==> config.mk <==
export PLATFORM = sky130hd
export DESIGN_NAME = lsu_icb_ctrl
export DESIGN_NICKNAME = d
export VERILOG_FILES = /design/src/rtl/lsu_icb_ctrl_pkg.sv /design/src/rtl/lsu_ld_extract.sv /design/src/rtl/lsu_icb_ctrl.sv
export SDC_FILE = /design/constraint.sdc
export NUM_CORES = 1
export LEC_CHECK = 0
export CORE_MARGIN = 3
export CORE_UTILIZATION = 42
export DETAILED_ROUTE_END_ITERATION = 6
export PLACE_DENSITY_LB_ADDON = 0.05
export SYNTH_ARGS = -nofsm -noshare
export SYNTH_HDL_FRONTEND = slang
export SYNTH_HIERARCHICAL = 1
export SYNTH_SLANG_ARGS = --single-unit
export TNS_END_PERCENT = 100
==> constraint.sdc <==
create_clock -name clk -period 2.1 [get_ports clk]
set_input_delay 0.42 -clock clk [delete_from_list [all_inputs] [get_ports clk]]
set_output_delay 0.42 -clock clk [all_outputs]
set_load 0.005 [all_outputs]
==> src/rtl/lsu_icb_ctrl_pkg.sv <==
`default_nettype none
// ============================================================================
// Module   : lsu_icb_ctrl_pkg
// Purpose  : Shared state encoding and access-size codes for the LSU ICB
//            controller and its load-extract helper.
// Revision : 1.0 - initial release
// ============================================================================
package lsu_icb_ctrl_pkg;

  localparam int LSU_STATE_WIDTH = 2;

  // Controller sequencing states: accept, issue, await response, commit
  typedef enum logic [LSU_STATE_WIDTH-1:0] {
    LSU_STATE_IDLE = 2'd0,
    LSU_STATE_CMD  = 2'd1,
    LSU_STATE_RSP  = 2'd2,
    LSU_STATE_WBCK = 2'd3
  } lsu_state_e;

  // Access size codes; 2'b11 is handled as a word access
  localparam logic [1:0] LSU_SIZE_B  = 2'b00;
  localparam logic [1:0] LSU_SIZE_HW = 2'b01;
  localparam logic [1:0] LSU_SIZE_W  = 2'b10;

endpackage
`default_nettype wire

==> src/rtl/lsu_ld_extract.sv <==
`default_nettype none
// ============================================================================
// Module   : lsu_ld_extract
// Purpose  : Combinational load alignment: shifts the raw bus word down by
//            the byte offset and sign/zero-extends byte and half loads.
// Revision : 1.0 - initial release
// ============================================================================
module lsu_ld_extract
  import lsu_icb_ctrl_pkg::*;
#(
  parameter int XLEN = 32
) (
  input  logic [XLEN-1:0] i_rdata,
  input  logic [1:0]      i_addr_lo,
  input  logic [1:0]      i_size,
  input  logic            i_usign,
  output logic [XLEN-1:0] o_data
);

  logic [XLEN-1:0] w_word;

  // Align the addressed lane to bit 0, then extend by access size
  always_comb begin
    w_word = i_rdata >> {i_addr_lo, 3'b000};
    o_data = i_rdata;
    case (i_size)
      LSU_SIZE_B:  o_data = {{(XLEN-8){~i_usign & w_word[7]}}, w_word[7:0]};
      LSU_SIZE_HW: o_data = {{(XLEN-16){~i_usign & w_word[15]}}, w_word[15:0]};
      LSU_SIZE_W,
      2'b11:       o_data = i_rdata;
      default:     o_data = i_rdata;
    endcase
  end

endmodule
`default_nettype wire

==> src/rtl/lsu_icb_ctrl.sv <==
`default_nettype none
// ============================================================================
// Module   : lsu_icb_ctrl
// Purpose  : Single-outstanding LSU sequencer: takes one AGU command, issues
//            it on the data-memory ICB, waits for the response, extends load
//            data and commits it on the write-back interface.
// Config   : LSU_MISALIGN_CHK_EN - when defined, misaligned half/word
//            accesses bypass the bus and commit with a misalign flag.
// Revision : 1.0 - initial release
// ============================================================================
module lsu_icb_ctrl
  import lsu_icb_ctrl_pkg::*;
#(
  parameter int XLEN      = 32,
  parameter int ADDR_SIZE = 32
) (
  input  logic                 clk,
  input  logic                 rst,
  input  logic                 lsu_i_valid,
  output logic                 lsu_i_ready,
  input  logic [ADDR_SIZE-1:0] lsu_i_addr,
  input  logic                 lsu_i_read,
  input  logic [XLEN-1:0]      lsu_i_wdata,
  input  logic [XLEN/8-1:0]    lsu_i_wmask,
  input  logic [1:0]           lsu_i_size,
  input  logic                 lsu_i_usign,
  input  logic [4:0]           lsu_i_rdidx,
  output logic                 mem_cmd_valid,
  input  logic                 mem_cmd_ready,
  output logic [ADDR_SIZE-1:0] mem_cmd_addr,
  output logic                 mem_cmd_read,
  output logic [XLEN-1:0]      mem_cmd_wdata,
  output logic [XLEN/8-1:0]    mem_cmd_wmask,
  input  logic                 mem_rsp_valid,
  output logic                 mem_rsp_ready,
  input  logic [XLEN-1:0]      mem_rsp_rdata,
  input  logic                 mem_rsp_err,
  output logic                 lsu_o_valid,
  input  logic                 lsu_o_ready,
  output logic [XLEN-1:0]      lsu_o_wbck_wdat,
  output logic                 lsu_o_wbck_err,
  output logic                 lsu_o_misalgn,
  output logic                 lsu_o_ld,
  output logic [4:0]           lsu_o_rdidx,
  output logic                 lsu_busy
);

  lsu_state_e             state_q, state_d;
  logic [ADDR_SIZE-1:0]   addr_q, addr_d;
  logic                   read_q, read_d;
  logic [XLEN-1:0]        wdata_q, wdata_d;
  logic [XLEN/8-1:0]      wmask_q, wmask_d;
  logic [1:0]             size_q, size_d;
  logic                   usign_q, usign_d;
  logic [4:0]             rdidx_q, rdidx_d;
  logic [XLEN-1:0]        wdat_q, wdat_d;
  logic                   err_q, err_d;
  logic [XLEN-1:0]        w_ld_data;
`ifdef LSU_MISALIGN_CHK_EN
  logic                   misalgn_q, misalgn_d;
  logic                   w_misalgn;
`endif

  lsu_ld_extract #(.XLEN(XLEN)) u_ld_extract (
    .i_rdata   (mem_rsp_rdata),
    .i_addr_lo (addr_q[1:0]),
    .i_size    (size_q),
    .i_usign   (usign_q),
    .o_data    (w_ld_data)
  );

`ifdef LSU_MISALIGN_CHK_EN
  // Half needs 2-byte alignment; word (and size 11) needs 4-byte alignment
  always_comb begin
    w_misalgn = ((lsu_i_size == LSU_SIZE_HW) && lsu_i_addr[0]) ||
                (lsu_i_size[1] && (lsu_i_addr[1:0] != 2'b00));
  end
`endif

  // Next-state and capture logic for the four-phase transaction sequence
  always_comb begin
    state_d = state_q;
    addr_d  = addr_q;
    read_d  = read_q;
    wdata_d = wdata_q;
    wmask_d = wmask_q;
    size_d  = size_q;
    usign_d = usign_q;
    rdidx_d = rdidx_q;
    wdat_d  = wdat_q;
    err_d   = err_q;
`ifdef LSU_MISALIGN_CHK_EN
    misalgn_d = misalgn_q;
`endif
    case (state_q)
      LSU_STATE_IDLE: begin
        if (lsu_i_valid) begin
          addr_d  = lsu_i_addr;
          read_d  = lsu_i_read;
          wdata_d = lsu_i_wdata;
          wmask_d = lsu_i_wmask;
          size_d  = lsu_i_size;
          usign_d = lsu_i_usign;
          rdidx_d = lsu_i_rdidx;
          wdat_d  = '0;
          err_d   = 1'b0;
          state_d = LSU_STATE_CMD;
`ifdef LSU_MISALIGN_CHK_EN
          misalgn_d = 1'b0;
          if (w_misalgn) begin
            // Faulting access never reaches the bus; report its address
            misalgn_d = 1'b1;
            wdat_d    = XLEN'(lsu_i_addr);
            state_d   = LSU_STATE_WBCK;
          end
`endif
        end
      end
      LSU_STATE_CMD: begin
        if (mem_cmd_ready) state_d = LSU_STATE_RSP;
      end
      LSU_STATE_RSP: begin
        if (mem_rsp_valid) begin
          err_d   = mem_rsp_err;
          wdat_d  = (mem_rsp_err || !read_q) ? '0 : w_ld_data;
          state_d = LSU_STATE_WBCK;
        end
      end
      LSU_STATE_WBCK: begin
        if (lsu_o_ready) state_d = LSU_STATE_IDLE;
      end
      default: state_d = LSU_STATE_IDLE;
    endcase
  end

  // State and captured-transaction registers
  always_ff @(posedge clk) begin
    if (rst) begin
      state_q <= LSU_STATE_IDLE;
      addr_q  <= '0;
      read_q  <= 1'b0;
      wdata_q <= '0;
      wmask_q <= '0;
      size_q  <= '0;
      usign_q <= 1'b0;
      rdidx_q <= '0;
      wdat_q  <= '0;
      err_q   <= 1'b0;
`ifdef LSU_MISALIGN_CHK_EN
      misalgn_q <= 1'b0;
`endif
    end else begin
      state_q <= state_d;
      addr_q  <= addr_d;
      read_q  <= read_d;
      wdata_q <= wdata_d;
      wmask_q <= wmask_d;
      size_q  <= size_d;
      usign_q <= usign_d;
      rdidx_q <= rdidx_d;
      wdat_q  <= wdat_d;
      err_q   <= err_d;
`ifdef LSU_MISALIGN_CHK_EN
      misalgn_q <= misalgn_d;
`endif
    end
  end

  // Handshakes decode directly from the state register; payloads from captures
  always_comb begin
    lsu_i_ready     = (state_q == LSU_STATE_IDLE);
    mem_cmd_valid   = (state_q == LSU_STATE_CMD);
    mem_rsp_ready   = (state_q == LSU_STATE_RSP);
    lsu_o_valid     = (state_q == LSU_STATE_WBCK);
    lsu_busy        = (state_q != LSU_STATE_IDLE);
    mem_cmd_addr    = addr_q;
    mem_cmd_read    = read_q;
    mem_cmd_wdata   = wdata_q;
    mem_cmd_wmask   = wmask_q;
    lsu_o_wbck_wdat = wdat_q;
    lsu_o_wbck_err  = err_q;
    lsu_o_ld        = read_q;
    lsu_o_rdidx     = rdidx_q;
`ifdef LSU_MISALIGN_CHK_EN
    lsu_o_misalgn   = misalgn_q;
`else
    lsu_o_misalgn   = 1'b0;
`endif
  end

endmodule
`default_nettype wire
* After elaboration in Yosys (flattened, before gate mapping)
Cells that the tools add are included.
** Word-level totals
- Register bits after elaboration :: 112
- Latch bits :: 0
- Bits in writable memories :: 0
- Memory bits (read-only) :: 0
- Input port bits :: 116
- Output and inout bits :: 114
- Logic and storage cells :: 47
- Memories :: 0
** Cells by class
- Add/sub/neg operators :: 0
- Multipliers :: 0
- Divide/modulo/power cells :: 0
- $lt $le $gt $ge :: 0
- Eq/ne operators :: 10
- Shifts and indexed selects :: 1
- Muxes and demuxes :: 13
- Bitwise logic cells :: 3
- Reductions and logical operators :: 10
** Operators by type and width (number)
- two-way mux 32 bit :: 3
- case mux 32 bit (3 select lines) :: 1
- case mux 32 bit (2 select lines) :: 1
- >> shifter 32 x 5 -> 16 bit :: 1
- equality test 2 bit (second input constant) :: 4
- two-way mux 2 bit :: 4
- case mux 2 bit (4 select lines) :: 1
- equality test 2 x 1 -> 1 bit (second input constant) :: 2
- zero test 2 bit :: 2
- inequality test 2 x 1 -> 1 bit (second input constant) :: 2
- inequality test 2 bit (second input constant) :: 2
- AND reduction 4 bit :: 1
- nonzero test 2 bit :: 2
- AND reduction 3 bit :: 1
- bitwise AND 1 bit :: 2
- two-way mux 1 bit :: 2
- case mux 1 bit (2 select lines) :: 1
- AND reduction 2 bit :: 1
- OR reduction 2 bit :: 1
- zero test 1 bit :: 1
- logical OR 1 bit :: 1
- inverter 1 bit :: 1

* Depth between registers and ports, before layout
Gate-level depths: netlist of run 1.
- Depth in word-level cells :: 6
- Gate-level depth with buffers :: 8
- Depth with buffers taken out :: 6

* Modules after synthesis
The synthesis of run 1 kept the hierarchy.
** By module, submodules not included
- lsu_icb_ctrl :: times used 1, cells an instance 516, area an instance 4271.6 µm², seq. area each 2242.2 µm²
- lsu_ld_extract :: times used 1, cells an instance 124, area an instance 824.5 µm², seq. area each 0.0 µm²

* Least setup slack after synthesis of run 1
No wires, ideal clock.
- Path type :: flip-flop to flip-flop
- Start point :: register addr_q[0], in the netlist mem_cmd_addr[0]
- End point :: register wdat_q[16], in the netlist lsu_o_wbck_wdat[16]
- Library setup time :: 0.132 ns
- Arrival :: 1.624 ns
- Required time :: 1.968 ns
- Slack :: 0.344 ns
- Stages on the path, launching flop included :: 8
- Path buffers :: 1
- Period minus slack after synthesis :: 1.756 ns
- Cells stage by stage :: dfxtp_1 buf_6 mux4_2 o21ai_4 o21ai_0 and4b_1 nand3_1 a21oi_1
** On the way
- Cells in the longest elaborated chain, start to end :: 6
- Elaborated cells between the ends (all ways) :: 7
- Classes of those cells :: 1 x shift; 4 x mux; 2 x bitwise
** Ends and longest elaborated chain
- start: declaration :: RTL line lsu_icb_ctrl.sv:49 : logic [ADDR_SIZE-1:0] addr_q, addr_d;
- start signal: assignment :: RTL line lsu_icb_ctrl.sv:154 : addr_q <= addr_d;
- >> shifter 32 x 5 -> 16 bit (*) :: RTL line lsu_ld_extract.sv:24 : w_word = i_rdata >> {i_addr_lo, 3'b000};
- bitwise AND 1 bit, on equally long branches :: RTL line lsu_ld_extract.sv:28, lsu_ld_extract.sv:27
- case mux 32 bit (3 select lines) (*) :: RTL line lsu_ld_extract.sv:26 : case (i_size)
- net w_ld_data[16] :: RTL line lsu_icb_ctrl.sv:58 : logic [XLEN-1:0] w_ld_data;
- two-way mux 32 bit (*) :: RTL line lsu_icb_ctrl.sv:125 : wdat_d = (mem_rsp_err || !read_q) ? '0 : w_ld_data;
- two-way mux 32 bit (*) :: RTL line lsu_icb_ctrl.sv:123 : if (mem_rsp_valid) begin
- case mux 32 bit (2 select lines) (*) :: RTL line lsu_icb_ctrl.sv:95 : case (state_q)
- end signal: assignment :: RTL line lsu_icb_ctrl.sv:161 : wdat_q <= wdat_d;
- end: declaration :: RTL line lsu_icb_ctrl.sv:56 : logic [XLEN-1:0] wdat_q, wdat_d;
The timed path passes the listed nets; every way through them passes the cells marked *. The select of a mux whose other input is x is not followed.
A chain may end at the register's enable or synchronous reset.

* Worst setup path in the final report of run 1
- Start point :: register state_q[0]
- End point :: output port lsu_i_ready
** On the way
- Cells in the longest elaborated chain, start to end :: 1
** Ends and longest elaborated chain
- start: declaration :: RTL line lsu_icb_ctrl.sv:48 : lsu_state_e state_q, state_d;
- start signal: assignment :: RTL line lsu_icb_ctrl.sv:153 : state_q <= state_d;
- zero test 2 bit :: RTL line lsu_icb_ctrl.sv:171 : lsu_i_ready = (state_q == LSU_STATE_IDLE);
- end: declaration :: RTL line lsu_icb_ctrl.sv:20 : output logic lsu_i_ready,
No other way between the ends.

==> impl_metrics.csv, run 1 <==
group,metric,value,unit
outcome,outcome,"complete, no violations",
final_layout,fillers,984,
floorplan,rows,39,
clock_network,tritoncts,"done",
worst_setup_path,path_class,"register to output pin",
logic_synthesis,yosysSeqAreaShare,44.0,%
run,maxCapViolCount,0,
floorplan,fp.dieW,116,um
placement,placed_cell_area,0.00754,mm2
timing,finalCritPeriodShare,98.1,%
timing,fin_tns_setup,0,ns
worst_setup_path,crit_chain,"inv_1, ha_2, clkdlybuf4s50_1",
final_layout,final_area,0.00784,mm2
worst_setup_path,ff2ff_path_depth,6,
placement,pre_cts_slack,-0.0843,ns
logic_synthesis,yosys.area_share.simple,25.4,%
global_routing,globalRouteOverflowTotal,0,
worst_setup_path,max_stage_delay,0.53,ns
min_path,holdPathEnd,"mem_cmd_wdata[28]",
logic_synthesis,synth_xor_area_share,0,%
logic_synthesis,synth-compound-area-share,19.2,%
global_routing,grt_util_met3,9.48,%
final_layout,synthToLayoutAreaGrowth,53.9,%
worst_setup_path,r2r_slack,0.25,ns
logic_synthesis,synthCells,640,
logic_synthesis,ys_warn_count,6,
final_layout,nNetsFinal,968,
clock_network,worstSkewPairLatency,0.35,ns
logic_synthesis,synth_top_area_share,44.0,%
worst_setup_path,cp-start-kind,"register",
global_routing,grt.total_usage,24.4,%
clock_network,cts-root-buf,"clkbuf_16",
global_routing,grt_use_met1,27.4,%
route,wl_per_cell,16.7,um
clock_network,ctsHtreeMaxLevel,3,
min_path,hp-start,"mem_cmd_wdata[28]",
placement,gp_congestion,0.889,
logic_synthesis,synth_area_per_cell,7.96,um2
timing,final.min_clock_period,2.06,ns
final_layout,register_area,0.00224,mm2
global_routing,grt_pass1_vias,5143,
global_routing,gr-max-usage-layer,"met2",
route,postRouteAntennaNets,0,
worst_setup_path,crit_slowest_cell,"clkdlybuf4s50_1",
timing,setup_viol,0,
logic_synthesis,synth_area,0.00510,mm2
timing,slew_violations,0,
power,power.density,973,mW/mm2
clock_network,ctsLongestPathBuffers,2,
clock_network,holdBufCountCts,0,
timing,hold_viol,0,
logic_synthesis,synthDistinctLibCells,39,
route,wirelength,16.6,mm
worst_setup_path,crit_fanout,8,
logic_synthesis,yosysTopAreaCell,"dfxtp_1",
worst_setup_path,worstPathRequired,1.68,ns
route,drt-initial-drc-count,413,
clock_network,cts.sink_count,112,
final_layout,drive_above_1_share,8.35,%
logic_synthesis,synth.mux.area_fraction,3.14,%
worst_setup_path,endpoint_kind,"output pin",
clock_network,clk_pin_slew_worst_paths,0.07,ns
floorplan,die_y,116,um
global_routing,antenna_found_initial,0,
logic_synthesis,synthAdderAreaFrac,1.47,%
worst_setup_path,path_delay_family,"buffers and inverters",
timing,fmax,0.485,GHz
logic_synthesis,ys_top_cells_by_area,"dfxtp_1, nand2_1, a21oi_1",
timing,setup_ws,0.0391,ns
timing,grt_setup_unrepaired,"true",
route,drtPass1Iterations,5,
logic_synthesis,ys_ff_latch,112,
placement,dpl.hpwl,12.0,mm
final_layout,diodes,0,
global_routing,grt_pass1_wl,25.9,mm
power,ir_worst_vdd,0.618,mV
worst_setup_path,cp.arrival,1.64,ns
clock_network,numCtsBuffers,9,
worst_setup_path,r2r-end,"lsu_o_wbck_wdat[31]",
logic_synthesis,syn_nets,762,
global_routing,grt_max_degree,115,
clock_network,post_cts_buffers,0,
power,p_leak,2.82,nW
worst_setup_path,r2r-start,"mem_cmd_addr[1]",
min_path,holdCritPathClass,"register to register",
route,via_per_inst,5.35,
route,drcViolationCount,0,
route,num_vias,5311,
final_layout,multiInputGateArea,0.00252,mm2
timing,fin_skew,0.00422,ns
worst_setup_path,crit_cells,3,
min_path,min_path_cells,2,
floorplan,initial_core_util,43.9,%
global_routing,use_met2,41.9,%
floorplan,fp.coreArea,0.0116,mm2
floorplan,pin_count,230,
logic_synthesis,synth_top_family_by_area,"simple AND/OR/NAND/NOR gates",
worst_setup_path,path_buf_inv,2,
placement,portBuffers,228,
floorplan,die_area,0.0135,mm2
-- cell usage in the layout (no fill, tap or decap), types with 6 or more instances in the layout --
| cell | netlist | layout |
|---|---|---|
| o21ai_0 | 34 | 34 |
| o21ai_2 | 10 | 10 |
| o31ai_1 | 7 | 7 |
| clkdlybuf4s50_1 | 0 | 227 |
| buf_4 | 7 | 16 |
| mux2i_1 | 7 | 7 |
| clkbuf_16 | 0 | 9 |
| nand4_1 | 33 | 33 |
| nand2_1 | 183 | 182 |
| inv_1 | 7 | 7 |
| nor2b_1 | 9 | 9 |
| nor2_1 | 10 | 10 |
| mux2_2 | 6 | 6 |
| buf_12 | 0 | 9 |
| dfxtp_1 | 112 | 110 |
| nand2b_1 | 35 | 35 |
| a21oi_1 | 86 | 86 |
| o21ai_1 | 8 | 8 |
-- cells in the mapped netlist, drive strengths merged --
| cell type | n |
|---|---|
| a21oi | 87 |
| a221oi | 4 |
| a22oi | 3 |
| a2bb2oi | 1 |
| and2 | 1 |
| and2b | 1 |
| and4b | 1 |
| and4bb | 1 |
| buf | 28 |
| clkbuf | 29 |
| conb | 1 |
| dfxtp | 112 |
| ha | 6 |
| inv | 7 |
| mux2 | 6 |
| mux2i | 7 |
| mux4 | 1 |
| nand2 | 183 |
| nand2b | 35 |
| nand3 | 1 |
| nand3b | 3 |
| nand4 | 33 |
| nor2 | 10 |
| nor2b | 9 |
| nor4 | 1 |
| o211a | 3 |
| o21ai | 53 |
| o21bai | 1 |
| o221a | 4 |
| o311ai | 1 |
| o31ai | 7 |
-- final cells by class --
cell class	count	area share (%)
Sequential cell	112	28.6
Timing Repair Buffer	252	32.8
Clock buffer	13	3.32
Clock inverter	2	0.495
Multi-Input combinational cell	464	32.1
Tap cell	143	2.28
Inverter	7	0.335
-- registers in the layout (all words and copies together) (netlist names) --
register,cells
lsu_o_wbck_wdat,32
size_q,2
mem_cmd_addr,32
state_q,2
lsu_o_wbck_err,1
mem_cmd_wdata,32
usign_q,1
lsu_o_rdidx,5
lsu_o_ld,1
mem_cmd_wmask,4
-- worst min-delay path, stage by stage (launching register included) --
cell and delay [ns]:
dfxtp_1 0.31, nand2_1 0.05, a21oi_1 0.05
-- layer usage --
| metal | vias to the layer above | share of wire [%] |
|---|---|---|
| met2 | 242 | 49 |
| met5 | - | 0 |
| met1 | 2469 | 38 |
| li1 | 2573 | - |
| met3 | 27 | 10 |
| met4 | 0 | 2.5 |
-- cells by family after synthesis --
group | after synthesis
flip-flops | 112
adder cells (fa/ha/maj) | 6
AO/OA/AOI/OAI | 164
other | 1
buffers and inverters | 64
multiplexers | 14
AND/OR/NAND/NOR | 279
-- what timing repair did --
action	in CTS	in global routing
gates resized for setup	4	0
endpoints found under the hold margin	0	0
endpoints found under the setup margin	3	3
-- worst max path at each step --
stage,startpoint,to,slack [ns]
after floorplan,mem_cmd_addr[0],lsu_o_wbck_wdat[16],0.34
after global placement,mem_rsp_rdata[31],lsu_o_wbck_wdat[16],-0.07
after detailed placement,mem_rsp_rdata[31],lsu_o_wbck_wdat[16],-0.08
after CTS,state_q[0],lsu_i_ready,0.02
after global routing,state_q[0],lsu_i_ready,-0.05
final,state_q[0],lsu_i_ready,0.04
-- metrics by stage --
step | instances | util (%) | power [mW] | hold slack (ns)
global route | 993 | 67.5 | 8.08 | 0.471
detailed placement | 978 | 64.9 | 5.90 | 0.446
finish | 993 | 67.5 | 7.63 | 0.454
CTS | 993 | 67.5 | 7.67 | 0.455
global placement | 978 | 64.9 | 5.82 | 0.441
floorplan | 640 | - | 4.41 | 0.450
-- report_power, final --
group          switching [mW]  internal [mW]
combinational            1.72           1.57
clock                   0.752          0.988
sequential              0.182           2.42
No activity file was read; power rests on OpenSTA's default activity.
==> run 2: changes to the inputs <==
--- a/config.mk
+++ b/config.mk
@@ -9,6 +9,7 @@
 export CORE_UTILIZATION = 42
 export DETAILED_ROUTE_END_ITERATION = 6
 export PLACE_DENSITY_LB_ADDON = 0.05
+export SKIP_LAST_GASP = 1
 export SYNTH_ARGS = -nofsm -noshare
 export SYNTH_HDL_FRONTEND = slang
 export SYNTH_HIERARCHICAL = 1
==> results of run 2 <==
Final layout, timing and power as in run 1 (identical DEF).
Main changes from that run: number of gates resized after CTS 4 -> 2
==> run 3: changes to the inputs <==
--- a/config.mk
+++ b/config.mk
@@ -6,12 +6,11 @@
 export NUM_CORES = 1
 export LEC_CHECK = 0
 export CORE_MARGIN = 3
-export CORE_UTILIZATION = 42
+export CORE_UTILIZATION = 37
 export DETAILED_ROUTE_END_ITERATION = 6
 export PLACE_DENSITY_LB_ADDON = 0.05
 export SKIP_LAST_GASP = 1
 export SYNTH_ARGS = -nofsm -noshare
 export SYNTH_HDL_FRONTEND = slang
-export SYNTH_HIERARCHICAL = 1
 export SYNTH_SLANG_ARGS = --single-unit
 export TNS_END_PERCENT = 100
==> constraint.sdc (replaced) <==
create_clock -name clk -period 1.7 [get_ports clk]
set_input_delay 0.34 -clock clk [delete_from_list [all_inputs] [get_ports clk]]
set_output_delay 0.34 -clock clk [all_outputs]
set_load 0.005 [all_outputs]
==> run 3 against run 2 <==
Effect of this change:
- the flow now finishes with violations (negative setup slack)
- clock power increased by 32%
- sequential share of layout area about the same
- wire length is 2.6% lower
- largest power group unchanged
- sequential power up 24%
- area after synthesis fell by 8.7%
- via count shrank 7.3%
- highest routed layer unchanged
- hold slack lost 0.027 ns
- utilization decreased by 2.8 points
==> impl_metrics.csv, run 3 <==
group,metric,value,unit
outcome,outcome,"finished, violations left",
outcome,violations,"negative setup slack",
timing,grt_setup_unrepaired,"true",
floorplan,fp.dieW,118,um
logic_synthesis,syn_nets,691,
worst_setup_path,path_class,"register to register",
worst_setup_path,cp-start-kind,"register",
worst_setup_path,crit_slowest_cell,"mux4_2",
clock_network,numCtsBuffers,9,
global_routing,grt_pass1_wl,25.0,mm
power,power,9.63,mW
worst_setup_path,r2r_slack,-0.09,ns
worst_setup_path,r2r-start,"mem_cmd_addr[0]",
placement,dpl.hpwl,11.5,mm
run,maxCapViolCount,0,
worst_setup_path,path_buf_inv,1,
final_layout,instances_no_fill,973,
route,wl_per_cell,16.6,um
floorplan,rows,40,
power,power.density,1220,mW/mm2
power,switching_share,33.3,%
timing,hold-worst-slack,0.427,ns
route,wirelength,16.2,mm
route,via_per_inst,5.06,
worst_setup_path,ff2ff_path_depth,5,
placement,gp_congestion,0.751,
final_layout,synthToLayoutAreaGrowth,69.3,%
floorplan,pin_count,230,
logic_synthesis,yosysSeqAreaShare,48.2,%
clock_network,worstSkewPairLatency,0.36,ns
timing,slew_violations,0,
timing,fin_skew,0.00987,ns
placement,dpl.cell_count,945,
worst_setup_path,r2r-end,"lsu_o_wbck_wdat[21]",
timing,fmax,0.559,GHz
power,power.switching,3.21,mW
floorplan,die_y,118,um
global_routing,grt_max_degree,68,
power,power.internal,6.42,mW
worst_setup_path,worstPathRequired,1.92,ns
route,postRouteAntennaNets,0,
worst_setup_path,endpoint_kind,"register",
final_layout,diodes,0,
logic_synthesis,synth_area,0.00465,mm2
power,clkPwrFrac,23.9,%
logic_synthesis,ys_top_cells_by_area,"dfxtp_1, nand2_1, a21oi_1",
global_routing,globalRouteOverflowTotal,0,
clock_network,tritoncts,"done",
final_layout,final_area,0.00788,mm2
logic_synthesis,ys_ff_latch,112,
final_layout,most-common-layout-cells,"clkdlybuf4s50_1, nand2_1, dfxtp_1, a21oi_1, buf_4",
logic_synthesis,synth_edf_count,0,
floorplan,die_area,0.0140,mm2
logic_synthesis,async_flop_share,0,%
worst_setup_path,max_stage_delay,0.52,ns
logic_synthesis,synth_common_cells,"nand2_1, dfxtp_1, a21oi_1",
route,num_vias,4922,
logic_synthesis,synth_most_common_cell,"nand2_1",
logic_synthesis,synthCells,571,
power,power_frac_comb,42.6,%
logic_synthesis,synth_top_area_share,48.2,%
clock_network,clk_pin_slew_worst_paths,0.08,ns
power,ir_worst_vdd,0.571,mV
global_routing,grt_pass1_vias,4800,
timing,hold_viol,0,
global_routing,grt.total_usage,22.2,%
clock_network,cts-root-buf,"clkbuf_16",
timing,relSlewSlack,60.2,%
timing,finalCritPeriodShare,105,%
route,drt-initial-drc-count,261,
floorplan,initial_core_util,38.3,%
global_routing,antenna_found_initial,0,
logic_synthesis,synth_ff_type,"dfxtp_1",
logic_synthesis,ys_warn_count,0,
placement,portBuffers,228,
floorplan,fp.coreArea,0.0122,mm2
logic_synthesis,synth_area_per_cell,8.15,um2
worst_setup_path,crit_cells,5,
worst_setup_path,timing.critical_path.from,"mem_cmd_addr[0]",
min_path,holdCritPathClass,"primary input to register",
worst_setup_path,crit_fanout,8,
logic_synthesis,synthDistinctLibCells,42,
timing,setup_ws,-0.0902,ns
route,drtPass1Iterations,5,
placement,placed_cell_area,0.00726,mm2
worst_setup_path,cp.arrival,2.01,ns
logic_synthesis,yosysTopAreaCell,"dfxtp_1",
final_layout,mostFrequentLayoutCell,"clkdlybuf4s50_1",
worst_setup_path,crit_chain,"mux4_2, nor2b_4, o31ai_4, clkbuf_16, a221oi_2",
clock_network,ctsHtreeMaxLevel,3,
route,drcViolationCount,0,
timing,final.min_clock_period,1.79,ns
worst_setup_path,crit_end,"lsu_o_wbck_wdat[21]",
worst_setup_path,path_delay_family,"multiplexers",
timing,tightest_slew,0.596,ns
power,p_leak,2.85,nW
final_layout,postLayoutCoreUtil,64.8,%
timing,setup_viol,24,
clock_network,ctsLongestPathBuffers,2,
power,seqPwrFrac,33.6,%
final_layout,nNetsFinal,920,
clock_network,cts.sink_count,112,
clock_network,holdBufCountCts,0,
final_layout,drive_above_1_share,10.6,%
## run 3: final cells by class
type	instances	area (um2)
flip-flops and latches	112	2250
well taps	168	210
repair buffers	268	2790
clock inverters	7	95.1
fillers	1079	4290
inverters	11	43.8
clock buffers	9	225
multi-input cells	398	2260
## run 3: how the worst min path moves through the flow
stage,startpoint,depth (start not counted),slack (ns),end
after detailed placement,lsu_o_wbck_wdat[0],2,0.44,lsu_o_wbck_wdat[0]
after floorplan,lsu_o_wbck_err,2,0.45,lsu_o_wbck_err
after global routing,mem_cmd_addr[19],2,0.47,mem_cmd_addr[19]
after CTS,lsu_o_wbck_wdat[0],2,0.45,lsu_o_wbck_wdat[0]
after global placement,mem_cmd_wdata[0],2,0.44,mem_cmd_wdata[0]
final,mem_rsp_rdata[7],4,0.43,lsu_o_wbck_wdat[7]
## run 3: routing by layer
metal | track usage, % | up-vias | part of all wire, %
met5 | 0 | - | 0
li1 | - | 2407 | -
met2 | 37.2 | 188 | 49
met4 | 9.01 | 0 | 2.1
met3 | 8.09 | 25 | 8.6
met1 | 25.8 | 2302 | 40
## run 3: logic make-up (layout without fill, tap and decap cells)
family | Yosys count | in the layout | synth area share, %
buffers and inverters | 61 | 295 | 5.49
multiplexers | 11 | 11 | 2.66
flip-flops | 112 | 112 | 48.2
other | 1 | 1 | 0.0806
AND/OR/NAND/NOR | 224 | 224 | 20.1
AO/OA/AOI/OAI | 158 | 158 | 22.4
adder cells (fa/ha/maj) | 4 | 4 | 1.08
## run 3: repair_timing
| item | CTS | global route |
|---|---|---|
| cloned | 3 | 1 |
| buffers inserted | 6 | 2 |
| gates resized for setup | 24 | 17 |
| setup endpoints to repair | 34 | 31 |
| pin swaps | 3 | 3 |
## run 3: worst reg2reg max path: stages, from the launching register on
cell and delay (ns):
dfxtp_4 0.37, mux4_2 0.53, nor2b_4 0.16, o31ai_4 0.30
clkbuf_16 0.24, a221oi_2 0.06
## run 3: stage by stage
step | worst slack (ns) | TNS, ns
2_1_floorplan | -0.0455 | -0.741
4_1_cts | -0.0961 | -0.618
6_report | -0.0902 | -1.37
3_5_place_dp | -0.533 | -11.78
5_1_grt | -0.139 | -2.66
3_3_place_gp | -0.487 | -11.18
## run 3: power groups by stage
stage	clock network, mW	registers (mW)	logic (mW)
floorplan	0	3.28	1.66
global route	2.45	3.28	4.45
finish	2.30	3.23	4.10
CTS	2.36	3.22	4.07
detailed placement	0	3.27	3.51
global placement	0	3.24	3.44
